--- src/rtl/dmem_pkg.sv ---
// Shared types for the data-memory port B arbiter.
// Access sizes, lock timeout and the per-master request bundle.
package dmem_pkg;

   localparam int unsigned DMEM_AW = 12;
   localparam int unsigned LOCK_TIMEOUT = 16;

   typedef enum logic [1:0] {
      SIZE_B = 2'b00,
      SIZE_H = 2'b01,
      SIZE_W = 2'b10
   } mem_size_e;

   typedef struct packed {
      logic             we;
      mem_size_e        size;
      logic [DMEM_AW-1:0] addr;
      logic [31:0]      wdata;
   } mem_req_t;

endpackage

--- src/rtl/dmem_port_arbiter_rr_arb2.sv ---
// Two-way round-robin arbiter with per-master mask.
// On a conflict the master that did not win last time is chosen.
module rr_arb2 (
   input  logic       clk,
   input  logic       rst_n,
   input  logic [1:0] req,
   input  logic [1:0] mask,
   output logic [1:0] gnt
);

   logic       last;
   logic [1:0] elig;

   assign elig = req & ~mask;

   always_comb begin
      gnt = 2'b00;
      unique case (1'b1)
         (elig == 2'b11): gnt = last ? 2'b01 : 2'b10;
         (elig == 2'b01): gnt = 2'b01;
         (elig == 2'b10): gnt = 2'b10;
         default:         gnt = 2'b00;
      endcase
   end

   always_ff @(posedge clk or negedge rst_n) begin
      if (!rst_n) begin
         last <= 1'b1;
      end else if (|gnt) begin
         last <= gnt[1];
      end
   end

endmodule

--- src/rtl/dmem_port_arbiter.sv ---
// Arbitrates RAM port B between the LSU (m0) and debug DMA (m1).
// m1 may lock the port for a burst; loads return one cycle after grant.
module dmem_port_arbiter
   import dmem_pkg::*;
#(
   parameter int DMEM_ADDR_WIDTH = 12
) (
   input  logic                       i_clk,
   input  logic                       i_rst_n,
   input  logic                       i_m0_req,
   input  logic                       i_m0_we,
   input  logic [1:0]                 i_m0_size,
   input  logic [DMEM_ADDR_WIDTH-1:0] i_m0_addr,
   input  logic [31:0]                i_m0_wdata,
   output logic                       o_m0_gnt,
   output logic                       o_m0_rvalid,
   output logic [31:0]                o_m0_rdata,
   input  logic                       i_m1_req,
   input  logic                       i_m1_we,
   input  logic [1:0]                 i_m1_size,
   input  logic [DMEM_ADDR_WIDTH-1:0] i_m1_addr,
   input  logic [31:0]                i_m1_wdata,
   output logic                       o_m1_gnt,
   output logic                       o_m1_rvalid,
   output logic [31:0]                o_m1_rdata,
   input  logic                       i_m1_lock,
   output logic [DMEM_ADDR_WIDTH-1:0] o_addr_b,
   output logic                       o_we_b,
   output logic [1:0]                 o_size_b,
   output logic [31:0]                o_din_b,
   input  logic [31:0]                i_dout_b,
   output logic                       o_busy
);

   typedef enum logic {UNLOCKED, LOCKED} lock_e;

   lock_e                      state;
   lock_e                      state_nxt;
   logic [3:0]                 idle_cnt;
   logic [1:0]                 req;
   logic [1:0]                 mask;
   logic [1:0]                 gnt;
   logic                       any;
   mem_req_t                   m0;
   mem_req_t                   m1;
   mem_req_t                   win;
   logic                       resp_valid;
   logic                       resp_owner;
   logic [DMEM_ADDR_WIDTH-1:0] held_addr;
   logic [1:0]                 held_size;
   logic [31:0]                held_din;

   assign m0 = '{we: i_m0_we, size: mem_size_e'(i_m0_size),
                 addr: DMEM_AW'(i_m0_addr), wdata: i_m0_wdata};
   assign m1 = '{we: i_m1_we, size: mem_size_e'(i_m1_size),
                 addr: DMEM_AW'(i_m1_addr), wdata: i_m1_wdata};

   // No grant may escape while reset is asserted
   assign req  = {i_m1_req, i_m0_req} & {2{i_rst_n}};
   assign mask = {1'b0, state == LOCKED};

   rr_arb2 u_arb (
      .clk   (i_clk),
      .rst_n (i_rst_n),
      .req   (req),
      .mask  (mask),
      .gnt   (gnt)
   );

   assign win      = gnt[1] ? m1 : m0;
   assign any      = |gnt;
   assign o_m0_gnt = gnt[0];
   assign o_m1_gnt = gnt[1];

   assign o_we_b   = any & win.we;
   assign o_addr_b = any ? DMEM_ADDR_WIDTH'(win.addr) : held_addr;
   assign o_size_b = any ? win.size : held_size;
   assign o_din_b  = any ? win.wdata : held_din;

   always_ff @(posedge i_clk or negedge i_rst_n) begin
      if (!i_rst_n) begin
         held_addr  <= '0;
         held_size  <= '0;
         held_din   <= '0;
         resp_valid <= 1'b0;
         resp_owner <= 1'b0;
      end else begin
         if (any) begin
            held_addr <= DMEM_ADDR_WIDTH'(win.addr);
            held_size <= win.size;
            held_din  <= win.wdata;
         end
         resp_valid <= any & ~win.we;
         resp_owner <= gnt[1];
      end
   end

   always_ff @(posedge i_clk or negedge i_rst_n) begin
      if (!i_rst_n) begin
         state    <= UNLOCKED;
         idle_cnt <= '0;
      end else begin
         state <= state_nxt;
         if (i_m1_req) begin
            idle_cnt <= '0;
         end else if (idle_cnt != 4'hf) begin
            idle_cnt <= idle_cnt + 4'd1;
         end
      end
   end

   // Timeout fires on the idle cycle that carries the count to 15
   always_comb begin
      state_nxt = state;
      unique case (state)
         UNLOCKED: begin
            if (gnt[1] & i_m1_lock) state_nxt = LOCKED;
         end
         LOCKED: begin
            if (gnt[1] & ~i_m1_lock) begin
               state_nxt = UNLOCKED;
            end else if (~i_m1_req &&
                         idle_cnt >= 4'(LOCK_TIMEOUT - 2)) begin
               state_nxt = UNLOCKED;
            end
         end
         default: state_nxt = UNLOCKED;
      endcase
   end

   assign o_m0_rvalid = resp_valid & ~resp_owner;
   assign o_m1_rvalid = resp_valid & resp_owner;
   assign o_m0_rdata  = o_m0_rvalid ? i_dout_b : 32'h0;
   assign o_m1_rdata  = o_m1_rvalid ? i_dout_b : 32'h0;
   assign o_busy      = resp_valid | (state == LOCKED);

endmodule

--- config.mk ---
export PLATFORM = sky130hd
export DESIGN_NAME = dmem_port_arbiter
export DESIGN_NICKNAME = d
export VERILOG_FILES = /design/src/rtl/dmem_pkg.sv /design/src/rtl/dmem_port_arbiter_rr_arb2.sv /design/src/rtl/dmem_port_arbiter.sv
export SDC_FILE = /design/constraint.sdc
export NUM_CORES = 1
export LEC_CHECK = 0
export ABC_AREA = 1
export CORE_MARGIN = 3
export CORE_UTILIZATION = 36
export CTS_CLUSTER_DIAMETER = 80
export DETAILED_ROUTE_END_ITERATION = 10
export PLACE_DENSITY_LB_ADDON = 0.08
export SYNTH_ARGS = -nofsm -noshare
export SYNTH_HDL_FRONTEND = slang
export SYNTH_SLANG_ARGS = --single-unit
--- constraint.sdc ---
create_clock -name i_clk -period 1.7 [get_ports i_clk]
set_clock_uncertainty 0.05 [all_clocks]
set_input_delay 0.34 -clock i_clk [delete_from_list [all_inputs] [get_ports i_clk]]
set_output_delay 0.34 -clock i_clk [all_outputs]
set_load 0.01 [all_outputs]
==> metrics <==
status finished with violations; failing checks negative setup slack; reg2reg start state; Peak supply drop 0.4840 mV; total die area 10,930 um2; top cell type's share of synthesized area 0.3795; part of the cycle the worst path needs 1.357; first-pass GRT wire length 25,300 um; Area Growth Syn to Fin 141.0%; worst reg-to-reg setup slack -0.47 ns; Final Util 0.9030; syn avg cell area 6.772 um2; # rows 35; min Tclk post-route 2.307 ns; HP Class primary input to asynchronous set/reset pin; final setup vio count 132; H-tree levels 2; Post-Route WL 23,870 um; layout cells sized above 1 0.4644; cells on worst reg2reg path 15; initial antenna violation count 1; sequential area share after synthesis 0.3870; global placement routability congestion 0.7922; footprint of the multi-input gates 2354 um2; drt pass-1 iters 5; CP top delay family buffers and inverters; Clk pin slew, worst setup/hold paths 0.11 ns; Data arrival, critical path 1.92 ns; Tot Pwr 5423 uW; IO Pins 247; CTS tree yes; Synth Flop Type dfrtp_1; Worst Setup Start Kind flop; initial core utilization 0.3746; MaxCap Viol Count 0; Slew Viols, Final 0; Critical Path Sink Type output port; total power per unit cell area 643.8 nW/um2; CP most frequent cell buf_6; Least-Margin Pin Slew 0.6200 ns; DRC 0; hold bufs inserted after CTS 0; Worst EP required 1.31 ns; top post-synthesis cells by area dfrtp_1, nand3_1, nand2_1; number of synthesized flops with an enable pin 0; crit-path max cell delay 0.41 ns; worst reg2reg endpoint held_addr[2]; critical path's slowest cell dfrtp_1; Fin. Hold Viols 0; via count 5,705; register bit count reported by yosys 54; Post-synth ARST share 1.000; vias in the first global route 4,744; cell area after synthesis 3495 um2; Crit. Startpoint state; vias per cell 5.705; Post-Synthesis Cells 516; crit-path cells buf_6 -> nor2_4 -> buf_6 -> nor2_4 -> buf_12 -> clkinv_16 -> buf_12 -> nand3_2 -> nand2_2 -> buf_6; largest net degree at the start of global routing 43; WL per Instance 23.87 um; path type of the worst setup path flop to output port; DR iter-0 viols 624; core area 9328 um2; Die Wd 104.5 um; Worst slew margin 0.5867; Total GRT Usage 0.2850; RSZ-0062 raised after global routing yes; leakage power 0.004074 uW; Die Ht 104.5 um; critical path depth in cells 10; nets 1,003; Layout fillers 337; port bufs 246; Synth Net Count 649; GR Overflow Total 0; largest area contributor in the netlist dfrtp_1; Bufs on Longest Clock Path 2; clk_lat worst skew 0.32 ns; Bufs and invs on worst path 6; root buf cell clkbuf_8; YS warnings 0; dpl hpwl 10,380 um; FF+latch area 1354 um2; Setup WS post-layout -0.6071 ns; post-detailed-route count of antenna-violating nets 0; CTS sink count 54; crit path max fanout 5; f_max 433.4 MHz; clock buffer count from CTS 5; hold_ws 0.1417 ns; post-synthesis cell type count 22
==> kinds of logic (layout without fill, tap and decap cells) <==
logic type                 count (synthesis)  after routing  synth area share
AOI/OAI and AO/OA                          9              9           0.01396
other                                      0              1                 0
adders and majority gates                  2              2          0.007160
buffers and inverters                    129            483            0.1543
DFF                                       54             54            0.3870
xor gates and xnor gates                   1              1          0.002507
and+or+nand+nor                          321            321            0.4350
==> routing by layer <==
metal,wire length [um],GRT usage
met1,7951,0.3410
met3,2451,0.06642
met4,1942,0.08357
met5,0,0
met2,11520,0.5065
==> stage by stage <==
stage                     std cells  cell area [um2]  setup slack (ns)  setup TNS [ns]
after detailed placement        908             6399           -0.8318          -56.68
after floorplan                 516             3495           0.07920               0
after global placement          908             6399           -0.8128          -53.89
final                          1000             8423           -0.6071          -42.35
after CTS                       961             6834           -0.4919          -25.57
after global routing           1000             8423           -0.6929          -46.20
==> flip-flops by register name (all words and copies together), names as in the netlist <==
name	cells
held_addr	12
held_din	32
held_size	2
idle_cnt	4
resp_owner	1
resp_valid	1
state	1
u_arb.last	1
==> cell usage in the layout, fill, tap and decap left out, drive strengths merged, types with 2 or more instances in the layout <==
master | Yosys | routed
buf | 27 | 244
clkdlybuf4s50 | 0 | 127
nand2 | 103 | 103
nand3 | 100 | 100
inv | 93 | 93
nor2 | 71 | 71
dfrtp | 53 | 53
nand3b | 46 | 46
clkbuf | 8 | 12
o21ai | 5 | 5
ha | 2 | 2
dlygate4sd2 | 0 | 2
clkinv | 1 | 2
a21oi | 2 | 2
==> power by group <==
group          total, uW  internal (uW)  switching, uW
registers           1610           1500            111
logic               3050           1600           1450
clock network        763            286            477
==> worst register-to-register path: stages, from the launching register on <==
cell and delay [ns]:
dfrtp_1 0.41, buf_6 0.12, nor2_4 0.03, buf_6 0.12, nor2_4 0.17, buf_12 0.18, inv_8 0.06, buf_8 0.14
nand3_2 0.08, nand2_2 0.07, buf_4 0.14, buf_6 0.11, buf_6 0.10, buf_6 0.10, buf_6 0.10, buf_6 0.10
==> synthesized netlist by cell type (4+ instances only) <==
| cell type | count |
|---|---|
| buf_2 | 19 |
| buf_4 | 4 |
| clkbuf_1 | 8 |
| dfrtp_1 | 53 |
| inv_1 | 91 |
| nand2_1 | 103 |
| nand3_1 | 100 |
| nand3b_1 | 46 |
| nor2_1 | 69 |
| o21ai_0 | 5 |
==> layout make-up <==
cell class,instances,share of cell area
diodes,1,0.0002971
clock buffers,6,0.008616
clock inverters,1,0.0008913
inverters,94,0.04590
multi-input cells,333,0.2794
flip-flops and latches,54,0.1607
well taps,129,0.01916
repair buffers,381,0.4837
repair inverters,1,0.001337
==> how the worst max path moves through the flow <==
stage	to	slack [ns]
final	o_addr_b[10]	-0.61
after global routing	o_addr_b[10]	-0.69
after CTS	o_din_b[9]	-0.49
after detailed placement	o_din_b[25]	-0.83
after global placement	o_din_b[26]	-0.81
after floorplan	o_din_b[10]	0.08
==> timing repair <==
action / in CTS / in global routing
pin swaps: 11 / 41
endpoints found under the hold margin: 0 / 0
setup endpoints to repair: 116 / 121
buffers inserted: 33 / 35
resized for setup: 556 / 286
gates cloned: 14 / 8
(Power assumes the default switching activity.)
